`src/rtl/cpu_pkg.sv`:
```
// Shared control-word layout, PC-select encodings and sequencer states for the
// front-end fetch/sequencing stage and the decoders that feed it.
package cpu_pkg;

    localparam int CW_W      = 29;
    localparam int PSEL_HI   = 28;
    localparam int PSEL_LO   = 27;
    localparam int DA_HI     = 26;
    localparam int DA_LO     = 22;
    localparam int SA_HI     = 21;
    localparam int SA_LO     = 17;
    localparam int SB_HI     = 16;
    localparam int SB_LO     = 12;
    localparam int FSEL_HI   = 11;
    localparam int FSEL_LO   = 7;
    localparam int REGW_BIT  = 6;
    localparam int RAMW_BIT  = 5;
    localparam int DSEL_HI   = 4;
    localparam int DSEL_LO   = 3;
    localparam int BSEL_BIT  = 2;
    localparam int PCSEL_BIT = 1;
    localparam int SL_BIT    = 0;

    localparam logic [1:0] PSEL_HOLD = 2'b00;
    localparam logic [1:0] PSEL_INC  = 2'b01;
    localparam logic [1:0] PSEL_LOAD = 2'b10;
    localparam logic [1:0] PSEL_REL  = 2'b11;

    typedef enum logic [1:0] {
        SEQ_FETCH = 2'b00,
        SEQ_EXEC  = 2'b01,
        SEQ_FAULT = 2'b10
    } seq_e;

    function automatic logic [1:0] cw_psel(input logic [CW_W-1:0] cw);
        return cw[PSEL_HI:PSEL_LO];
    endfunction

    function automatic logic cw_pcsel(input logic [CW_W-1:0] cw);
        return cw[PCSEL_BIT];
    endfunction

endpackage

```
`src/rtl/fetch_sequencer_pc_next.sv`:
```
// Combinational next-PC: hold, +4, absolute load, or word-relative branch.
// All arithmetic wraps mod 2^64.
module pc_next
    import cpu_pkg::*;
(
    input  logic [63:0] pc_i,
    input  logic [1:0]  psel_i,
    input  logic        pcsel_i,
    input  logic [63:0] a_bus_i,
    input  logic [63:0] k_i,
    output logic [63:0] pc_o
);

    logic [63:0] operand;

    always_comb begin
        operand = pcsel_i ? a_bus_i : k_i;
        pc_o    = pc_i;
        case (psel_i)
            PSEL_HOLD: pc_o = pc_i;
            PSEL_INC:  pc_o = pc_i + 64'd4;
            PSEL_LOAD: pc_o = operand;
            PSEL_REL:  pc_o = pc_i + {operand[61:0], 2'b00};
            default:   pc_o = pc_i;
        endcase
    end

endmodule

```
`src/rtl/fetch_sequencer.sv`:
```
// Front-end sequencer: owns PC, IR and micro-state, fetches over req/ack and
// steps multi-cycle instructions using the decoder's controlWord/nextState.
module fetch_sequencer
    import cpu_pkg::*;
#(
    parameter logic [63:0] RESET_PC      = 64'h0,
    parameter int unsigned FETCH_TIMEOUT = 16,
    parameter int unsigned TMO_W         = 16
) (
    input  logic            clock,
    input  logic            reset,
    output logic            imem_req,
    output logic [63:0]     imem_addr,
    input  logic            imem_ack,
    input  logic [31:0]     imem_data,
    output logic [31:0]     instruction,
    output logic [1:0]      state,
    output logic            exec_valid,
    input  logic [CW_W-1:0] controlWord,
    input  logic [1:0]      nextState,
    input  logic [63:0]     K,
    input  logic [63:0]     a_bus,
    input  logic            stall,
    output logic [63:0]     pc,
    output logic            fetch_fault
);

    localparam bit               TMO_EN   = (FETCH_TIMEOUT != 0);
    localparam logic [TMO_W-1:0] TMO_LAST = TMO_W'(TMO_EN ? FETCH_TIMEOUT - 1 : 0);

    seq_e             seq_q,   seq_d;
    logic [63:0]      pc_q,    pc_d;
    logic [31:0]      ir_q,    ir_d;
    logic [1:0]       state_q, state_d;
    logic [TMO_W-1:0] tmo_q,   tmo_d;

    logic [63:0] pc_upd;
    logic        misaligned;
    logic        cw_unused;

    // Only Psel and PCsel matter here; the rest of the word belongs to the datapath.
    assign cw_unused  = ^{controlWord[DA_HI:BSEL_BIT], controlWord[SL_BIT]};
    assign misaligned = (pc_q[1:0] != 2'b00);

    pc_next u_pc_next (
        .pc_i    (pc_q),
        .psel_i  (cw_psel(controlWord)),
        .pcsel_i (cw_pcsel(controlWord)),
        .a_bus_i (a_bus),
        .k_i     (K),
        .pc_o    (pc_upd)
    );

    always_ff @(posedge clock) begin
        if (reset) begin
            seq_q   <= SEQ_FETCH;
            pc_q    <= RESET_PC;
            ir_q    <= 32'h0;
            state_q <= 2'b00;
            tmo_q   <= '0;
        end else begin
            seq_q   <= seq_d;
            pc_q    <= pc_d;
            ir_q    <= ir_d;
            state_q <= state_d;
            tmo_q   <= tmo_d;
        end
    end

    always_comb begin
        seq_d   = seq_q;
        pc_d    = pc_q;
        ir_d    = ir_q;
        state_d = state_q;
        tmo_d   = tmo_q;
        case (seq_q)
            SEQ_FETCH: begin
                if (misaligned) begin
                    seq_d = SEQ_FAULT;
                end else if (imem_ack) begin
                    // An ack in the timeout cycle still completes the fetch.
                    ir_d    = imem_data;
                    state_d = 2'b00;
                    tmo_d   = '0;
                    seq_d   = SEQ_EXEC;
                end else if (TMO_EN && (tmo_q == TMO_LAST)) begin
                    seq_d = SEQ_FAULT;
                end else begin
                    tmo_d = tmo_q + TMO_W'(1);
                end
            end
            SEQ_EXEC: begin
                if (!stall) begin
                    pc_d = pc_upd;
                    if (nextState != 2'b00) begin
                        state_d = nextState;
                    end else begin
                        tmo_d = '0;
                        seq_d = SEQ_FETCH;
                    end
                end
            end
            SEQ_FAULT: seq_d = SEQ_FAULT;
            default:   seq_d = SEQ_FAULT;
        endcase
    end

    // Request is gated by reset so the memory sees it drop in the reset cycle.
    assign imem_req    = !reset && (seq_q == SEQ_FETCH) && !misaligned;
    assign imem_addr   = pc_q;
    assign exec_valid  = !reset && (seq_q == SEQ_EXEC);
    assign fetch_fault = !reset && (seq_q == SEQ_FAULT);
    assign instruction = ir_q;
    assign state       = state_q;
    assign pc          = pc_q;

endmodule

```
`config.mk`:
```
export PLATFORM = sky130hd
export DESIGN_NAME = fetch_sequencer
export DESIGN_NICKNAME = d
export VERILOG_FILES = /design/src/rtl/cpu_pkg.sv /design/src/rtl/fetch_sequencer_pc_next.sv /design/src/rtl/fetch_sequencer.sv
export SDC_FILE = /design/constraint.sdc
export NUM_CORES = 1
export LEC_CHECK = 0
export BUFFER_PORTS_ARGS = -buffer_cell sky130_fd_sc_hd__buf_4
export CAP_MARGIN = 20
export CORE_ASPECT_RATIO = 1.4
export CORE_MARGIN = 3
export CORE_UTILIZATION = 40
export CTS_BUF_LIST = sky130_fd_sc_hd__clkbuf_8 sky130_fd_sc_hd__clkbuf_16
export CTS_CLUSTER_SIZE = 25
export DETAILED_ROUTE_END_ITERATION = 7
export PLACE_DENSITY = 0.78
export SETUP_SLACK_MARGIN = 0.1
export SYNTH_ARGS = -nofsm -noshare
export SYNTH_HDL_FRONTEND = slang
export SYNTH_SLANG_ARGS = --single-unit
```
`constraint.sdc`:
```
create_clock -name clock -period 3.7 [get_ports clock]
set_clock_uncertainty 0.15 [all_clocks]
set_input_delay 0.185 -clock clock [delete_from_list [all_inputs] [get_ports clock]]
set_output_delay 0.185 -clock clock [all_outputs]
set_load 0.02 [all_outputs]
```
Yosys cells after proc, flatten, opt, wreduce, memory -nomap -nowiden
Index checks and enable logic that the tools add are counted.

Flip-flop bits (word level): 116. Word-level logic and storage cells: 59. Input bits: 195.

Mux-type cells: 19. Equal/unequal tests: 13. $add $sub $neg: 3. Reductions and logical operators: 16. Bitwise gates (word level): 3.

Operator list (number): $pmux 64 s3 (1); $mux 16 (5); $add 64x3->64 const B (1); $add 64x64->64 (1); $mux 64 (1); $pmux 16 s2 (1); $mux 2 (9); $add 16x1->16 const B (1); $eq 16x4->1 const B (1); $ne 2x2->1 const B (5); $reduce_and 5->1 (2); $reduce_and 3->1 (3); $pmux 2 s2 (2); $eq 2x2->1 const B (3); $reduce_bool 2->1 (3); $eq 2x1->1 const B (2); $logic_and 1x1->1 (4); $logic_not 2->1 (2); $ne 4x4->1 const B (1); $ne 3x3->1 const B (1); $not 1->1 (3); $logic_not 1->1 (2).

Depth between registers and ports, before layout
Gate-level depths: netlist (run 1).

Depth after elaboration: 5. Depth in mapped cells: 15.

Modules after synthesis
From an unflattened synthesis (run 1), not the netlist that was laid out.

Cell total of the unflattened synthesis: 1574. Area total of the unflattened synthesis: 10857.9 µm².

By module, submodules not included: pc_next (area each 5977.0 µm², instances 1, cells an instance 950, seq. area each 0.0 µm²); fetch_sequencer (area each 4880.9 µm², instances 1, cells an instance 624, seq. area each 2322.2 µm²).

Worst setup path before layout (run 1)
OpenSTA, ideal clock, no wires.

Path kind: input-to-reg. Start: input port controlWord[1]. End: register pc_q[52] (netlist: imem_addr[52]). Data arrival time: 3.691 ns. Data required time: 3.433 ns. Stages: 15. Path slack: -0.257 ns. Cells stage by stage: clkbuf_1 > clkbuf_1 > mux2i_1 > nand3_1 > ha_1 > fa_1 > a211oi_1 > o211ai_2 > a21boi_1 > o41ai_2 > nand3_1 > a211oi_1 > or4_1 > a31oi_1 > nor2_1.

Word-level cells in the longest chain between the ends: 3.

Ends and longest elaborated chain: start: declaration (line fetch_sequencer.sv:19) `input logic [CW_W-1:0] controlWord,`; $mux 64 (*) (line fetch_sequencer_pc_next.sv:17) `operand = pcsel_i ? a_bus_i : k_i;`; $add 64x64->64 (line fetch_sequencer_pc_next.sv:23) `PSEL_REL: pc_o = pc_i + {operand[61:0], 2'b00};`; $pmux 64 s3 (*) (line fetch_sequencer_pc_next.sv:19) `case (psel_i)`; end signal: assignment (line fetch_sequencer.sv:63) `pc_q <= pc_d;`; end: declaration (line fetch_sequencer.sv:32) `logic [63:0] pc_q, pc_d;`.

Every way passes the cells marked *; elsewhere a longest branch is shown, timed or not. A chain may end at the register's enable or synchronous reset.

Worst setup path in the final report (run 1)
Start: register pc_q[2] (netlist: imem_addr[2]). End: register pc_q[62] (netlist: imem_addr[62]).

Word-level cells in the longest chain between the ends: 2.

Ends and longest elaborated chain (line): $add 64x64->64 or $add 64x3->64 (tied branches) (fetch_sequencer_pc_next.sv:23, fetch_sequencer_pc_next.sv:21); $pmux 64 s3 (*) (fetch_sequencer_pc_next.sv:19).

Marked as above.

==> results.sh, run 1 <==
export IMPL_finalSetupViolCount=0
export IMPL_synthesis_nets=1661
export IMPL_fmax_mhz=302.7
export IMPL_pwr_share_clk=0.387
export IMPL_pwr_share_seq=0.330
export IMPL_drive_gt1_frac=0.2761
export IMPL_ant_nets=0
export IMPL_nets=1993
export IMPL_postCtsSetupBuffers=0
export IMPL_p_int_mw=2.839
export IMPL_async_reset_ff_frac=0
export IMPL_cp_start_kind="register"
export IMPL_crit_path_end_kind="register"
export IMPL_num_rows=68
export IMPL_p_per_area_nw_per_um2=303.3
export IMPL_post_route_period_util=0.8928
export IMPL_final_common_cell="buf_4"
export IMPL_regToRegStartpoint="imem_addr[2]"
export IMPL_grtUsageTotal=0.2551
export IMPL_power_leakage_nw=6.720
export IMPL_wl_per_cell_um=17.66
export IMPL_post_route_min_period_ns=3.303
export IMPL_die_y_um=193.6
export IMPL_crit_path_start="imem_addr[2]"
export IMPL_avgSynthCellArea_sq_um=7.169
export IMPL_dr_pass1_iters=5
export IMPL_cp_arrival_ns=3.44
export IMPL_vias_per_cell=5.632
export IMPL_synth_seq_area_share=0.2309
export IMPL_grt_overflow=0
export IMPL_fin_util=0.5621
export IMPL_critPathMaxStageDelay_ns=0.44
export IMPL_dieArea_sq_um=27110
export IMPL_relSlewSlack=0.3274
export IMPL_wirelength_um=36400
export IMPL_ys_flop_type="dfxtp_1"
export IMPL_ys_seq_elements=116
export IMPL_worstMarginPinSlew_ns=1.009
export IMPL_holdPathEnd="imem_addr[0]"
export IMPL_cts_root_buffer="clkbuf_16"
export IMPL_cts_max_level=4
export IMPL_place_congestion=0.9334
export IMPL_path_class="reg -> reg"
export IMPL_path_delay_family="compound AO/OA/AOI/OAI gates"
export IMPL_place_area_sq_um=12920
export IMPL_worstRegToRegCells=12
export IMPL_swShare=0.3250
export IMPL_layout_common_cells="buf_4, nor2_1, nand2_1, a21oi_1, dfxtp_1"
export IMPL_worstPathRequired_ns=3.84
export IMPL_synth_edff_count=0
export IMPL_yosys_warnings=0
export IMPL_dr_first_iter_drc_count=794
export IMPL_drc=0
export IMPL_worstSkewPairLatency_ns=0.44
export IMPL_worstPathCellList="ha_1 -> fa_1 -> a211oi_1 -> o211ai_2 -> buf_4 -> nand3_1 -> nand4_1 -> nand3_2 -> o21ai_1 -> a21oi_1 -> nor4bb_1 -> o32ai_1"
export IMPL_numPortBuffers=333
export IMPL_diodes=0
export IMPL_num_vias=11610
export IMPL_core_area_sq_um=24670
export IMPL_ir_worst_vdd_v=0.0003302
export IMPL_clk_pin_slew_ns=0.06
export IMPL_cts_sinks=116
export IMPL_hp_class="in -> reg"
export IMPL_grt_pass1_wl_um=57270
export IMPL_fp_dieW_um=140.0
export IMPL_fin_hold_ws_ns=0.01823
export IMPL_hold_depth=3
export IMPL_design_area_sq_um=13870
export IMPL_areaGrowthSynthToFinish_pct=37.88
export IMPL_synth_cell_types=67
export IMPL_rsz0062_at_grt="no"
export IMPL_worst_path_max_delay_cell="fa_1"
export IMPL_finalHoldViolations=0
export IMPL_max_cap_viol_count=0
export IMPL_status="finished clean"
export IMPL_path_max_fanout=5
export IMPL_grt_max_degree=94
export IMPL_cts_tree="yes"
export IMPL_slew_violations=0
export IMPL_grt_pass1_vias=11480
export IMPL_synth_area_sq_um=10060
export IMPL_tns_ns=0
export IMPL_start_util=0.4077
export IMPL_dpl_hpwl_um=27680
export IMPL_cp_num_buf_inv=1
export IMPL_syn_inst=1403
export IMPL_boundaryPins=360
export IMPL_rrSetupSlack_ns=0.40
export IMPL_r2r_end="imem_addr[62]"
export IMPL_numCtsBuffers=17
export IMPL_clockBufferDepth=2
export IMPL_antenna_found_initial=0
export IMPL_combinationalPowerShare=0.283
export IMPL_power_switching_mw=1.367
export IMPL_hold_path_startpoint="a_bus[0]"
[worst min-delay path, stage by stage]
cell	delay [ns]
buf_4	0.08
mux2i_1	0.07
a211oi_1	0.21
[layout make-up]
cell class,count,area (sq um)
clock inverter,12,118.9
fill,2279,10810
sequential,116,2322
inverter,17,63.81
timing repair buffer,466,3643
clock buffer,18,439.2
multi-input combinational,1117,6887
tap,315,394.1
[sequential cells by signal (all words and copies together), names as in the netlist]
| signal | count |
|---|---|
| imem_addr | 64 |
| instruction | 32 |
| seq_q | 2 |
| state | 2 |
| tmo_q | 16 |
[repair_timing]
item,4_1_cts,5_1_grt
endpoints found under the hold margin,38,0
hold buffers,38,0
resized for setup,0,1
setup endpoints to repair,0,1
[metrics by stage]
stage	instances	worst slack [ns]	power, mW
after global placement	1993	0.04832	2.536
after CTS	2061	0.3539	4.216
after global routing	2061	0.1888	4.380
after detailed placement	1993	0.01837	2.556
final	2061	0.3967	4.206
after floorplan	1403	0.1289	2.068
[cells in the mapped netlist (all sizes together) (17+ instances only)]
library cell,n,area [sq um]
o21ai,91,462.9
ha,62,775.7
inv,17,63.81
nand3,31,160.1
mux2i,71,710.7
nor2,200,750.7
a21o,46,345.3
xor2,32,280.3
a211oi,34,265.3
buf,66,489.2
dfxtp,116,2322
nand4,26,162.7
nand2,157,589.3
nor3,44,225.2
a21oi,149,745.7
clkbuf,87,326.6
xnor2,23,201.4
[routing by layer]
metal / vias to the layer above / global-route usage / part of all wire
li1: 5627 / - / -
met1: 5429 / 0.2854 / 0.39
met2: 477 / 0.4710 / 0.52
met3: 75 / 0.04663 / 0.064
met4: 0 / 0.1034 / 0.033
met5: - / 0 / 0
[power groups by stage]
stage	combinational, mW	sequential, mW	clock, mW
2_1_floorplan	0.602	1.47	0
3_3_place_gp	1.13	1.41	0
3_5_place_dp	1.14	1.41	0
4_1_cts	1.18	1.39	1.65
5_1_grt	1.28	1.40	1.70
6_report	1.19	1.39	1.63
[worst max-delay path by stage]
stage / depth (start not counted) / end / slack, ns
after floorplan: 14 / imem_addr[63] / 0.13
after global placement: 18 / imem_addr[55] / 0.05
after detailed placement: 15 / imem_addr[63] / 0.02
after CTS: 12 / imem_addr[62] / 0.35
after global routing: 12 / imem_addr[58] / 0.19
final: 12 / imem_addr[62] / 0.40
[logic make-up (layout without fill, tap and decap cells)]
group,count (synthesis),count (layout),share of synthesized area
adders and majority gates,63,63,0.07911
and+or+nand+nor,519,519,0.2286
DFF,116,116,0.2309
xor gates and xnor gates,55,55,0.04789
buffers and inverters,170,513,0.08745
AOI/OAI and AO/OA,409,409,0.2554
muxes,71,71,0.07066
Note: power is estimated with default switching activity, not from simulation.
==> inputs of run 2 (changes only) <==
--- a/config.mk
+++ b/config.mk
@@ -10,11 +10,12 @@
 export CORE_ASPECT_RATIO = 1.4
 export CORE_MARGIN = 3
 export CORE_UTILIZATION = 40
-export CTS_BUF_LIST = sky130_fd_sc_hd__clkbuf_8 sky130_fd_sc_hd__clkbuf_16
+export CTS_BUF_LIST = sky130_fd_sc_hd__clkbuf_8
 export CTS_CLUSTER_SIZE = 25
 export DETAILED_ROUTE_END_ITERATION = 7
 export PLACE_DENSITY = 0.78
 export SETUP_SLACK_MARGIN = 0.1
+export SLEW_MARGIN = 25
 export SYNTH_ARGS = -nofsm -noshare
 export SYNTH_HDL_FRONTEND = slang
 export SYNTH_SLANG_ARGS = --single-unit
==> run 2 against run 1 <==
Die area did not move. Via count is essentially flat. Sequential power barely moved. Core utilization decreased by 0.69 points. Flip-flop and latch count unchanged.
==> results.sh, run 2 (same netlist as run 1, synthesis figures left out) <==
export IMPL_finalPower_mw=3.756
export IMPL_relSlewSlack=0.3287
export IMPL_num_rows=68
export IMPL_r2r_end="imem_addr[62]"
export IMPL_seq_area_sq_um=2322
export IMPL_path_class="reg -> reg"
export IMPL_ant_nets=0
export IMPL_worstMarginPinSlew_ns=1.007
export IMPL_wirelength_um=36410
export IMPL_dpl_hpwl_um=27680
export IMPL_cp_start_kind="register"
export IMPL_grt_overflow=0
export IMPL_tns_ns=0
export IMPL_finalHoldViolations=0
export IMPL_dieArea_sq_um=27110
export IMPL_max_cap_viol_count=0
export IMPL_place_congestion=0.9334
export IMPL_grtUsageTotal=0.2546
export IMPL_dr_first_iter_drc_count=788
export IMPL_clk_pin_slew_ns=0.09
export IMPL_post_route_period_util=0.8962
export IMPL_place_area_sq_um=12920
export IMPL_boundaryPins=360
export IMPL_grt_max_degree=94
export IMPL_clockBufferDepth=2
export IMPL_worstPathRequired_ns=3.86
export IMPL_cp_arrival_ns=3.48
export IMPL_grt_pass1_vias=11500
export IMPL_final_common_cell="buf_4"
export IMPL_power_leakage_nw=6.638
export IMPL_regToRegStartpoint="imem_addr[2]"
export IMPL_start_util=0.4077
export IMPL_path_max_fanout=5
export IMPL_cts_max_level=4
export IMPL_dr_pass1_iters=6
export IMPL_post_route_min_period_ns=3.316
export IMPL_drive_gt1_frac=0.2757
export IMPL_fillers=2308
export IMPL_finalSetupViolCount=0
export IMPL_postCtsSetupBuffers=0
export IMPL_status="finished clean"
export IMPL_grt_pass1_wl_um=57190
export IMPL_p_per_area_nw_per_um2=274.2
export IMPL_fp_dieW_um=140.0
export IMPL_wl_per_cell_um=17.65
export IMPL_design_area_sq_um=13700
export IMPL_cts_sinks=116
export IMPL_ir_worst_vdd_v=0.0002312
export IMPL_antenna_found_initial=0
export IMPL_multi_input_area_sq_um=6887
export IMPL_worstSkewPairLatency_ns=0.47
export IMPL_fmax_mhz=301.6
export IMPL_die_y_um=193.6
export IMPL_cts_root_buffer="clkbuf_8"
export IMPL_rsz0062_at_grt="no"
export IMPL_diodes=0
export IMPL_fin_util=0.5551
export IMPL_largest_reg_flops=64
export IMPL_nets=1995
export IMPL_num_vias=11610
export IMPL_crit_path_end_kind="register"
export IMPL_numCtsBuffers=17
export IMPL_rrSetupSlack_ns=0.38
export IMPL_numPortBuffers=333
export IMPL_vias_per_cell=5.626
export IMPL_worstRegToRegCells=12
export IMPL_core_area_sq_um=24670
export IMPL_slew_violations=0
export IMPL_cts_tree="yes"
export IMPL_crit_end="imem_addr[62]"
export IMPL_drc=0
export IMPL_crit_path_start="imem_addr[2]"
export IMPL_layout_common_cells="buf_4, nor2_1, nand2_1, a21oi_1, dfxtp_1"
export IMPL_areaGrowthSynthToFinish_pct=36.17
export IMPL_hp_class="in -> reg"
run 2: cell count changes in the layout (fill, tap and decap cells not counted), sizes merged:
cell / delta
dlygate4sd3: +2
run 2: routing by layer:
| layer | share of wire | global-route usage | up-vias |
|---|---|---|---|
| li1 | - | - | 5606 |
| met1 | 0.39 | 0.2836 | 5422 |
| met2 | 0.51 | 0.4676 | 495 |
| met3 | 0.066 | 0.04639 | 84 |
| met4 | 0.035 | 0.1110 | 0 |
| met5 | 0 | 0 | - |
run 2: cell type report:
cell class                      instances  share of cell area
Clock inverter                         12            0.008678
Multi-Input combinational cell       1117              0.5028
Timing Repair Buffer                  468              0.2675
Inverter                               17            0.004659
Tap cell                              315             0.02877
Clock buffer                           18             0.01809
Sequential cell                       116              0.1695
run 2: what timing repair did:
| action | in CTS | in global routing |
|---|---|---|
| resized for setup | 0 | 1 |
| hold buffers | 40 | 0 |
| endpoints found under the hold margin | 38 | 0 |
| setup endpoints to repair | 0 | 2 |
run 2: power breakdown:
part / switching (mW) / internal, mW / total [mW] / leakage (nW)
logic: 0.657 / 0.534 / 1.19 / 5.50
registers: 0.0695 / 1.32 / 1.38 / 0.943
clock network: 0.582 / 0.598 / 1.18 / 0.194
run 2: critical path: stages, from the launching register on:
cell and delay, ns:
dfxtp_1 0.36, ha_1 0.26, fa_1 0.44, a211oi_1 0.35, o211ai_2 0.14, buf_4 0.16, nand3_1 0.09, nand4_1 0.18
nand3_2 0.21, o21ai_1 0.19, a21oi_1 0.24, nor4bb_1 0.27, o32ai_1 0.12
run 2: stage by stage:
stage / hold slack [ns] / instances / setup WS [ns]
after floorplan: 0.1710 / 1403 / 0.1289
after global placement: 0.2815 / 1993 / 0.04832
after detailed placement: 0.2901 / 1993 / 0.01837
after CTS: 0.005115 / 2063 / 0.3433
after global routing: 0.04763 / 2063 / 0.1808
final: 0.02314 / 2063 / 0.3842
run 2: worst min path at each step:
stage / from / end / slack (ns) / cells past startpoint
2_1_floorplan: imem_data[0] / instruction[0] / 0.17 / 2
3_3_place_gp: imem_data[22] / instruction[22] / 0.28 / 3
3_5_place_dp: imem_data[22] / instruction[22] / 0.29 / 3
4_1_cts: reset / imem_addr[43] / 0.005 / 2
5_1_grt: reset / instruction[8] / 0.05 / 2
6_report: a_bus[26] / imem_addr[26] / 0.02 / 5
==> inputs of run 3 (changes only) <==
--- a/config.mk
+++ b/config.mk
@@ -13,6 +13,7 @@
 export CTS_BUF_LIST = sky130_fd_sc_hd__clkbuf_8
 export CTS_CLUSTER_SIZE = 25
 export DETAILED_ROUTE_END_ITERATION = 7
+export MAX_ROUTING_LAYER = met4
 export PLACE_DENSITY = 0.78
 export SETUP_SLACK_MARGIN = 0.1
 export SLEW_MARGIN = 25
==> run 3 against run 2 <==
Sequential power is essentially flat. Worst setup slack got worse by 0.14 ns. Total power fell by 0.78%. Via count grew 0.52%. Non-clock buffer count is the same. Fmax fell by 4.0%.
==> results.sh, run 3 (same netlist as run 1, synthesis figures left out) <==
export IMPL_hold_depth=5
export IMPL_post_route_min_period_ns=3.452
export IMPL_ir_worst_vdd_v=0.0002933
export IMPL_cts_root_buffer="clkbuf_8"
export IMPL_start_util=0.4077
export IMPL_ant_nets=0
export IMPL_worst_path_max_delay_cell="dlygate4sd3_1"
export IMPL_die_y_um=193.6
export IMPL_drive_gt1_frac=0.2792
export IMPL_final_common_cell="buf_4"
export IMPL_numCtsBuffers=17
export IMPL_critPathMaxStageDelay_ns=0.57
export IMPL_dieArea_sq_um=27110
export IMPL_post_route_period_util=0.9331
export IMPL_power_switching_mw=1.309
export IMPL_hp_class="in -> reg"
export IMPL_num_vias=11670
export IMPL_grtUsageTotal=0.2621
export IMPL_wl_per_cell_um=17.66
export IMPL_postCtsSetupBuffers=0
export IMPL_num_rows=68
export IMPL_swShare=0.3512
export IMPL_antenna_found_initial=0
export IMPL_path_max_fanout=5
export IMPL_finalHoldViolations=0
export IMPL_cts_max_level=4
export IMPL_clockBufferDepth=2
export IMPL_nets=1995
export IMPL_fin_util=0.5557
export IMPL_path_class="in -> reg"
export IMPL_dpl_hpwl_um=27560
export IMPL_fmax_mhz=289.7
export IMPL_grt_pass1_vias=11440
export IMPL_fp_dieW_um=140.0
export IMPL_vias_per_cell=5.655
export IMPL_fillers=2296
export IMPL_clk_pin_slew_ns=0.08
export IMPL_relSlewSlack=0.3402
export IMPL_dr_first_iter_drc_count=823
export IMPL_slew_violations=0
export IMPL_power_leakage_nw=6.627
export IMPL_cp_start_kind="input port"
export IMPL_seq_area_sq_um=2322
export IMPL_p_int_mw=2.418
export IMPL_grt_overflow=0
export IMPL_hold_path_startpoint="K[19]"
export IMPL_worstPathCellList="dlygate4sd3_1 -> buf_4 -> mux2i_2 -> nor2_1 -> ha_1 -> a211o_1 -> a211oi_4 -> o21ai_2 -> a211o_2 -> a221oi_4 -> o31ai_2 -> a41oi_2 -> mux2i_1 -> nor3_2"
export IMPL_dpl_cell_count=1990
export IMPL_pwr_share_seq=0.372
export IMPL_largest_reg_flops=64
export IMPL_diodes=0
export IMPL_worstMarginPinSlew_ns=0.9896
export IMPL_rrSetupSlack_ns=0.52
export IMPL_crit_path_end_kind="register"
export IMPL_pwr_share_clk=0.308
export IMPL_holdPathEnd="imem_addr[19]"
export IMPL_design_area_sq_um=13710
export IMPL_drc=0
export IMPL_worstPathRequired_ns=3.89
export IMPL_multi_input_area_sq_um=6924
export IMPL_fin_hold_ws_ns=0.03097
export IMPL_crit_path_start="K[1]"
export IMPL_max_cap_viol_count=0
export IMPL_grt_max_degree=94
export IMPL_rsz0062_at_grt="no"
export IMPL_boundaryPins=360
export IMPL_finalSetupViolCount=0
export IMPL_wirelength_um=36440
export IMPL_grt_pass1_wl_um=57180
export IMPL_place_area_sq_um=12880
export IMPL_cp_arrival_ns=3.64
export IMPL_p_per_area_nw_per_um2=271.8
export IMPL_tns_ns=0
export IMPL_r2r_end="imem_addr[63]"
export IMPL_areaGrowthSynthToFinish_pct=36.32
export IMPL_final_cells=2063
export IMPL_cts_tree="yes"
export IMPL_worstSkewPairLatency_ns=0.47
export IMPL_cts_sinks=116
export IMPL_worstRegToRegCells=10
export IMPL_status="finished clean"
export IMPL_numPortBuffers=333
export IMPL_dr_pass1_iters=5
export IMPL_layout_common_cells="buf_4, nor2_1, nand2_1, a21oi_1, dfxtp_1"
export IMPL_core_area_sq_um=24670
export IMPL_combinationalPowerShare=0.321
export IMPL_place_congestion=0.9617
export IMPL_regToRegStartpoint="imem_addr[3]"
## run 3: power by group through the flow
stage | registers (mW) | logic (mW) | clock network (mW)
final | 1.39 | 1.19 | 1.15
after global routing | 1.40 | 1.29 | 1.23
after floorplan | 1.47 | 0.602 | 0
after CTS | 1.39 | 1.18 | 1.16
after detailed placement | 1.41 | 1.14 | 0
after global placement | 1.41 | 1.12 | 0
## run 3: metrics by stage
stage / power [mW] / setup WS [ns]
floorplan: 2.068 / 0.1289
global placement: 2.533 / 0.05382
detailed placement: 2.553 / 0.01964
CTS: 3.729 / 0.1299
global route: 3.907 / 0.1097
finish: 3.727 / 0.2476
## run 3: worst max path at each step
stage,endpoint,slack [ns],cells after the start
3_5_place_dp,imem_addr[63],0.02,14
6_report,imem_addr[63],0.25,14
4_1_cts,imem_addr[62],0.13,16
3_3_place_gp,imem_addr[63],0.05,15
2_1_floorplan,imem_addr[63],0.13,14
5_1_grt,imem_addr[63],0.11,14
## run 3: repair_timing
item	CTS	global route
hold buffers	43	0
setup endpoints to repair	0	18
endpoints found under the hold margin	39	0
gates resized for setup	0	9
## run 3: worst max-delay path, delay by kind of cell
family / cells / cell delay (ns)
AO/OA/AOI/OAI: 7 / 1.83
buffers and inverters: 2 / 0.72
multiplexers: 2 / 0.43
adder cells (fa/ha/maj): 1 / 0.30
AND/OR/NAND/NOR: 2 / 0.17
## run 3: area by class of cell
cell class | count | share of cell area
Clock inverter | 10 | 0.006296
Multi-Input combinational cell | 1117 | 0.5050
Tap cell | 315 | 0.02874
Sequential cell | 116 | 0.1694
Clock buffer | 20 | 0.02007
Timing Repair Buffer | 468 | 0.2659
Inverter | 17 | 0.004654
## run 3: routing by layer
layer / GRT usage / up-vias / part of all wire
met5: - / - / 0
met3: 0.03701 / 83 / 0.066
met1: 0.2885 / 5419 / 0.39
met2: 0.4787 / 543 / 0.52
met4: 0.09156 / 0 / 0.028
li1: - / 5622 / -
